**src/rtl/mips_ctrl_pkg.sv**
```systemverilog
// mips_ctrl_pkg: state encoding, ALU command width and PC source codes shared by the MIPS control blocks.
package mips_ctrl_pkg;
  localparam int EXEC_CMD_W = 3;
  localparam logic PC_SRC_SEQ = 1'b0;
  localparam logic PC_SRC_BRANCH = 1'b1;
  typedef enum logic [2:0] {
    S_IDLE      = 3'd0,
    S_FETCH     = 3'd1,
    S_DECODE    = 3'd2,
    S_EXECUTE   = 3'd3,
    S_MEMORY    = 3'd4,
    S_WRITEBACK = 3'd5,
    S_ERROR     = 3'd7
  } state_t;
  typedef struct packed {
    logic [EXEC_CMD_W-1:0] cmd;
    logic mem_read;
    logic mem_write;
    logic wb_enable;
    logic is_immediate;
    logic branch_type;
  } dec_fields_t;
endpackage

```
**src/rtl/mem_wait_timer.sv**
```systemverilog
// mem_wait_timer: counts consecutive not-ready cycles of a memory handshake and flags the timeout cycle.
module mem_wait_timer #(
  parameter int MEM_TIMEOUT = 15
) (
  input  logic clk,
  input  logic rst_n,
  input  logic clear,
  input  logic count_en,
  output logic expired
);
  localparam int CW = $clog2(MEM_TIMEOUT + 1);
  logic [CW-1:0] count;
  always_ff @(posedge clk or negedge rst_n) begin
    if (!rst_n) count <= '0;
    else if (clear) count <= '0;
    else if (count_en) count <= count + 1'b1;
  end
  // expired marks the cycle that would be the MEM_TIMEOUT-th consecutive wait
  assign expired = count_en && (count == CW'(MEM_TIMEOUT - 1));
endmodule

```
**src/rtl/multicycle_sequencer.sv**
```systemverilog
// multicycle_sequencer: steps each instruction through fetch/decode/execute/memory/writeback and
// turns the latched decode fields into per-cycle datapath enables.
module multicycle_sequencer
  import mips_ctrl_pkg::*;
#(
  parameter int RETIRE_W = 16,
  parameter int MEM_TIMEOUT = 15
) (
  input  logic                  clk,
  input  logic                  rst_n,
  input  logic                  run,
  input  logic [EXEC_CMD_W-1:0] exec_command,
  input  logic                  mem_read,
  input  logic                  mem_write,
  input  logic                  wb_enable,
  input  logic                  is_immediate,
  input  logic                  branch_type,
  input  logic                  branch_taken,
  input  logic                  mem_ready,
  output logic                  ir_write,
  output logic                  pc_write,
  output logic                  pc_src,
  output logic [EXEC_CMD_W-1:0] alu_cmd,
  output logic                  alu_src_imm,
  output logic                  mem_req,
  output logic                  mem_we,
  output logic                  rf_write,
  output logic                  wb_sel_mem,
  output logic                  busy,
  output logic                  mem_error,
  output logic [RETIRE_W-1:0]   retired,
  output logic [2:0]            state
);
  state_t cur, nxt;
  dec_fields_t dec;
  logic retire, waiting, expired;
  always_ff @(posedge clk or negedge rst_n) begin
    if (!rst_n) begin
      cur <= S_IDLE;
      dec <= '0;
      retired <= '0;
    end else begin
      cur <= nxt;
      if (cur == S_DECODE) dec <= {exec_command, mem_read, mem_write, wb_enable, is_immediate, branch_type};
      if (retire) retired <= retired + 1'b1;
    end
  end
  // one timer serves both wait states; a completed handshake always leaves the state, so it re-arms
  assign waiting = (cur == S_FETCH) || (cur == S_MEMORY);
  mem_wait_timer #(.MEM_TIMEOUT(MEM_TIMEOUT)) u_timer (
    .clk      (clk),
    .rst_n    (rst_n),
    .clear    (!waiting || mem_ready),
    .count_en (waiting && !mem_ready),
    .expired  (expired)
  );
  always_comb begin
    nxt = cur;
    retire = 1'b0;
    ir_write = 1'b0;
    pc_write = 1'b0;
    pc_src = PC_SRC_SEQ;
    alu_cmd = '0;
    alu_src_imm = 1'b0;
    mem_req = 1'b0;
    mem_we = 1'b0;
    rf_write = 1'b0;
    wb_sel_mem = 1'b0;
    case (cur)
      S_IDLE: nxt = run ? S_FETCH : S_IDLE;
      S_FETCH: begin
        mem_req = 1'b1;
        if (mem_ready) begin
          ir_write = 1'b1;
          pc_write = 1'b1;
          nxt = S_DECODE;
        end else if (expired) nxt = S_ERROR;
      end
      S_DECODE: nxt = (mem_read && mem_write) ? S_ERROR : S_EXECUTE;
      S_EXECUTE: begin
        alu_cmd = dec.cmd;
        alu_src_imm = dec.is_immediate;
        if (dec.branch_type) begin
          pc_write = branch_taken;
          pc_src = PC_SRC_BRANCH;
          retire = 1'b1;
        end else if (dec.mem_read || dec.mem_write) nxt = S_MEMORY;
        else if (dec.wb_enable) nxt = S_WRITEBACK;
        else retire = 1'b1;
      end
      S_MEMORY: begin
        mem_req = 1'b1;
        mem_we = dec.mem_write;
        alu_cmd = dec.cmd;
        if (mem_ready) begin
          if (dec.mem_read && dec.wb_enable) nxt = S_WRITEBACK;
          else retire = 1'b1;
        end else if (expired) nxt = S_ERROR;
      end
      S_WRITEBACK: begin
        rf_write = 1'b1;
        wb_sel_mem = dec.mem_read;
        retire = 1'b1;
      end
      S_ERROR: nxt = S_ERROR;
      default: nxt = S_ERROR;
    endcase
    if (retire) nxt = run ? S_FETCH : S_IDLE;
  end
  assign busy = cur != S_IDLE;
  assign mem_error = cur == S_ERROR;
  assign state = cur;
endmodule

```
**config.mk**
```make
export PLATFORM = sky130hd
export DESIGN_NAME = multicycle_sequencer
export DESIGN_NICKNAME = d
export VERILOG_FILES = /design/src/rtl/mips_ctrl_pkg.sv /design/src/rtl/mem_wait_timer.sv /design/src/rtl/multicycle_sequencer.sv
export SDC_FILE = /design/constraint.sdc
export NUM_CORES = 1
export LEC_CHECK = 0
export CAP_MARGIN = 15
export CORE_UTILIZATION = 45
export DETAILED_ROUTE_END_ITERATION = 8
export GPL_ROUTABILITY_DRIVEN = 1
export PLACE_DENSITY_LB_ADDON = 0.3
export SYNTH_ARGS = -nofsm -noshare
export SYNTH_HDL_FRONTEND = slang
export SYNTH_SLANG_ARGS = --single-unit
export TNS_END_PERCENT = 10
```
**constraint.sdc**
```tcl
create_clock -name clk -period 4 [get_ports clk]
set_input_delay 1 -clock clk [delete_from_list [all_inputs] [get_ports clk]]
set_output_delay 1 -clock clk [all_outputs]
set_load 0.05 [all_outputs]
```
Word-level counts from Yosys, hierarchy flattened
Index checks and enable logic that the tools add are counted.
{ "op_classes": {"add_sub_neg": 2, "n_eq_ne": 11, "n_mux": 31, "reduce_logical": 15} }
{ "ops": {"columns": ["operator", "count"], "rows": [
  ["$mux W3", 10],
  ["$pmux W3 S6", 1],
  ["$add A16 B1 Y16 const B", 1],
  ["$mux W1", 16],
  ["$eq A3 B3 Y1 const B", 3],
  ["$mux W4", 2],
  ["$eq A3 B2 Y1 const B", 2],
  ["$add A4 B1 Y4 const B", 1],
  ["$eq A4 B4 Y1 const B", 1],
  ["$logic_and A1 B1 Y1", 4],
  ["$ne A4 B3 Y1 const B", 1],
  ["$ne A4 B4 Y1 const B", 1],
  ["$reduce_and A4 Y1", 1],
  ["$reduce_or A2 Y1", 2],
  ["$eq A3 B1 Y1 const B", 1],
  ["$logic_not A3 Y1", 1],
  ["$logic_or A1 B1 Y1", 3],
  ["$ne A3 B3 Y1 const B", 1],
  ["$pmux W1 S3", 1],
  ["$reduce_bool A3 Y1", 1],
  ["$logic_not A1 Y1", 2],
  ["$ne A2 B2 Y1 const B", 1],
  ["$pmux W1 S2", 1],
  ["$reduce_bool A2 Y1", 1]
]} }
{ "word_totals": {"reg_bits": 31, "wordCells": 68} }

Logic depth before layout (Yosys ltp)
{ "depth": {"ltp_word": 8, "ltp_mapped": 7} }

By module
Synthesis repeated with hierarchy kept, for this count alone.
{ "unflattened": {"cells_unflattened": 153, "hier_area_um2": 1679.1} }
{ "by_module_without_submodules": {"columns": ["mod", "n_inst", "cells_each", "area_each_um2"], "rows": [
  ["multicycle_sequencer", 1, 133, 1456.4],
  ["mem_wait_timer", 1, 20, 222.7]
]} }

Least setup slack after synthesis
No wires, ideal clock.
{ "synth_path": {"path_type": "register to output", "start": "register cur[0] (netlist: state[0])", "end": "output pc_write", "t_arrival_ns": 2.722, "t_required_ns": 3.000, "setup_slack_ns": 0.278, "stages_incl_launch_ff": 6, "n_path_buf": 2, "cell_sequence": "dfrtp_1 -> clkbuf_2 -> clkbuf_1 -> nand2_1 -> nor3_1 -> a21o_1"} }
{ "synth_between": {"elab_chain_len": 2, "word_cells_on_any_way": 3, "cone_classes": "eq/ne (2); mux (1)"} }
{ "synth_lines": {"columns": ["item", "line", "source"], "rows": [
  ["from (decl)", "multicycle_sequencer.sv:34", "state_t cur, nxt;"],
  ["from (signal assigned)", "multicycle_sequencer.sv:43", "cur <= nxt;"],
  ["$eq A3 B2 Y1 or $eq A3 B1 Y1 (tied branches)", "multicycle_sequencer.sv:69", "case (cur)"],
  ["$pmux W1 S2 *", "multicycle_sequencer.sv:69", null],
  ["to (decl)", "multicycle_sequencer.sv:21", "output logic pc_write,"]
]} }
Every way passes the cells marked *; elsewhere a longest branch is shown, timed or not.

Final worst setup path
{ "layout_path": {"start": "register cur[2] (netlist: state[2])", "end": "output alu_cmd[1]"} }
{ "layout_between": {"elab_chain_len": 3, "word_cells_on_any_way": 4, "cone_classes": "eq/ne (2); mux (1); reduce/logical (1)"} }
{ "layout_lines": {"columns": ["item", "line", "source"], "rows": [
  ["$eq A3 B3 Y1 or $eq A3 B2 Y1 (tied branches)", "multicycle_sequencer.sv:69", null],
  ["$reduce_or A2 Y1 (no source line) *", null, null],
  ["$mux W3 *", "multicycle_sequencer.sv:69", null],
  ["to (decl)", "multicycle_sequencer.sv:23", "output logic [EXEC_CMD_W-1:0] alu_cmd,"]
]} }
Marked as above.

==> impl_metrics.tcl <==
set metrics [dict create \
    avgSynthCellArea_sq_um 10.7 \
    worstSetupEndpoint "alu_cmd[1]" \
    pin_count 45 \
    clk_latency_ns 0.33 \
    coreArea_sq_um 3390 \
    timing.final.crit_share_pct 84.1 \
    cp.required_ns 3.00 \
    antenna_found_initial 0 \
    final_cell_area_sq_um 2130 \
    path_clk_slew_ns 0.09 \
    synth_compound_area_share_pct 6.74 \
    cts_setup_buffers 0 \
    critPathMaxStageDelay_ns 0.82 \
    synth_nets 167 \
    r2r-start "state[2]$_DFFE_PN0P_" \
    r2r_cells 5 \
    hold_class "register to register" \
    start_util_pct 47.6 \
    synthAdderAreaFrac_pct 2.33 \
    critPathKind "register to output port" \
    r2r_setup_slack_ns 2.11 \
    cp_cell_sequence "and2b_4, nand2_4, o21a_1, nor2b_1, clkdlybuf4s50_1" \
    wirelength_um 3310 \
    gp_congestion 0.832 \
    rsz0062_at_grt "false" \
    io_buffers 44 \
    max_slew.worst_pin.slew_ns 0.634 \
    startpoint_type "register" \
    syn_inst 151 \
    report.final.slew_viol_count 0 \
    fin_skew_ns 0.00435 \
    n_fill_cell 264 \
    firstDrtPassIters 4 \
    synth_simple_gate_area_share_pct 24.5 \
    p_total_mw 1.58 \
    hold_buffers 0 \
    dieHeight_um 61.9 \
    synthMuxAreaShare_pct 5.58 \
    setup_viol 0 \
    leakage_nw 0.898 \
    seq_area_frac_synth_pct 48.1 \
    period_needed_ns 3.36 \
    r2r-end "retired[15]$_DFFE_PN0P_" \
    layout_common_cells "clkdlybuf4s50_1, dfrtp_1, nor2_1, nand2_1, xnor2_1" \
    status "complete, no violations" \
    routedWlPerCell_um 13.6 \
    slew_headroom_pct 57.5 \
    slowest_stage "clkdlybuf4s50_1" \
    placed_cell_area_sq_um 2070 \
    layout_commonest_cell "clkdlybuf4s50_1" \
    holdWs_ns 0.488 \
    cts_tree "yes" \
    dpl.hpwl_um 2400 \
    grt_usage_pct 19.7 \
    cts_buffer_depth 2 \
    numClockSinks 31 \
    ys_async_sr_fraction_pct 100 \
    grt_max_degree 32 \
    drive_gt1_share_pct 14.7 \
    tns_ns 0 \
    synth_flop_cell "dfrtp_1" \
    cts_resized 0 \
    hold_violations 0 \
    cts-root-buf "clkbuf_4" \
    vias 1284 \
    synth_edf_count 0 \
    drt-vias-per-instance 5.28 \
    die-area_sq_um 3830 \
    worst_hold_path.num_cells 1 \
    ir_drop_uv 339 \
    htreeDepth 2 \
    n_antenna_cell 0 \
    die_w_um 61.9 \
    crit_start "state[2]$_DFFE_PN0P_" \
    grt_pass1_wl_um 5380 \
    drcViolationCount 0 \
    ys_types 40 \
    ant_nets 0 \
    cap_violations 0 \
    cts_buffers 5 \
    area_growth_pct 31.9 \
    power_density_nw_per_um2 744 \
    grt_pass1_vias 1245 \
    synth_top_family_by_area "simple AND/OR/NAND/NOR gates" \
    max_freq_ghz 0.297 \
    nNetsFinal 213 \
    syn_area_sq_um 1610 \
    fp-row-count 21 \
    synth-xor-area-share_pct 9.22 \
    worstSetupEndpointType "output port" \
    overflow 0 \
    ys_warn_count 0 \
    critPathArrivalTime_ns 2.36 \
    ys_ff_latch 31 \
    drtIter0Drc 65 \
    cp_max_fo 14 \
]
-- cells in the mapped netlist, types with 2 or more instances --
cell type,number,share of area [%]
a21oi_1,3,0.93
a31oi_1,2,0.78
and3_1,7,2.7
and3_2,3,1.4
buf_6,2,1.4
clkbuf_1,2,0.47
dfrtp_1,31,48
ha_1,3,2.3
inv_1,4,0.93
mux2_2,8,5.6
nand2_1,12,2.8
nand2b_1,3,1.2
nand3_1,4,1.2
nand4_1,7,2.7
nor2_1,12,2.8
nor2b_1,4,1.6
nor3_1,2,0.62
nor3_4,2,2.0
o21ai_0,4,1.2
xnor2_1,10,5.4
xor2_1,7,3.8
-- power by group --
part | switching [mW] | internal (mW) | leakage (nW) | total [mW]
Clock | 0.104 | 0.0813 | 0.0341 | 0.185
Combinational | 0.545 | 0.323 | 0.494 | 0.868
Sequential | 0.126 | 0.405 | 0.370 | 0.531
Total | 0.774 | 0.810 | 0.898 | 1.58
-- registers in the layout, summed over array words and instances, names as in the netlist --
signal,count
retired,16
dec,8
u_timer.count,4
state,3
-- metal layers --
metal | track usage (%) | vias up | part of all wire (%)
met5 | 0 | - | 0
met4 | 9.84 | 0 | 1.7
met3 | 6.21 | 6 | 6.2
met2 | 31.8 | 37 | 48
met1 | 24.0 | 622 | 44
li1 | - | 619 | -
-- critical path, delay by kind of cell, from the launching register on --
| kind | cells | cell delay (ns) |
|---|---|---|
| buf+inv | 1 | 0.82 |
| compound gates | 1 | 0.16 |
| flops | 1 | 0.52 |
| simple gates | 3 | 0.54 |
-- kinds of logic (layout without fill, tap and decap cells) --
logic type / count (synthesis) / in the layout
AO/OA/AOI/OAI: 16 / 16
XOR/XNOR: 17 / 17
adder cells (fa/ha/maj): 3 / 3
buffers and inverters: 10 / 56
flip-flops: 31 / 31
multiplexers: 8 / 8
AND/OR/NAND/NOR: 66 / 66
-- worst min-delay path by stage --
stage	startpoint	end	slack, ns
after CTS	retired[15]$_DFFE_PN0P_	retired[15]$_DFFE_PN0P_	0.50
after floorplan	u_timer.count[0]$_DFF_PN0_	u_timer.count[0]$_DFF_PN0_	0.45
after global routing	retired[15]$_DFFE_PN0P_	retired[15]$_DFFE_PN0P_	0.51
after detailed placement	retired[8]$_DFFE_PN0P_	retired[8]$_DFFE_PN0P_	0.48
final	retired[15]$_DFFE_PN0P_	retired[15]$_DFFE_PN0P_	0.49
after global placement	retired[15]$_DFFE_PN0P_	retired[15]$_DFFE_PN0P_	0.46
-- final cells by class --
| class | instances | area, sq um | area share (%) |
|---|---|---|---|
| Inverter | 4 | 15.0 | 0.705 |
| Tap cell | 46 | 57.6 | 2.70 |
| Clock inverter | 1 | 5.00 | 0.235 |
| Multi-Input combinational cell | 110 | 781 | 36.7 |
| Timing Repair Buffer | 45 | 443 | 20.8 |
| Clock buffer | 6 | 51.3 | 2.41 |
| Sequential cell | 31 | 776 | 36.4 |
-- per-stage QoR --
stage | std cells | worst slack, ns | util [%]
floorplan | 151 | 0.278 | -
global placement | 236 | 0.856 | 61.1
detailed placement | 236 | 0.795 | 61.1
CTS | 243 | 0.624 | 62.8
global route | 243 | 0.501 | 62.8
finish | 243 | 0.635 | 62.8
Note: power is estimated with default switching activity, not from simulation.
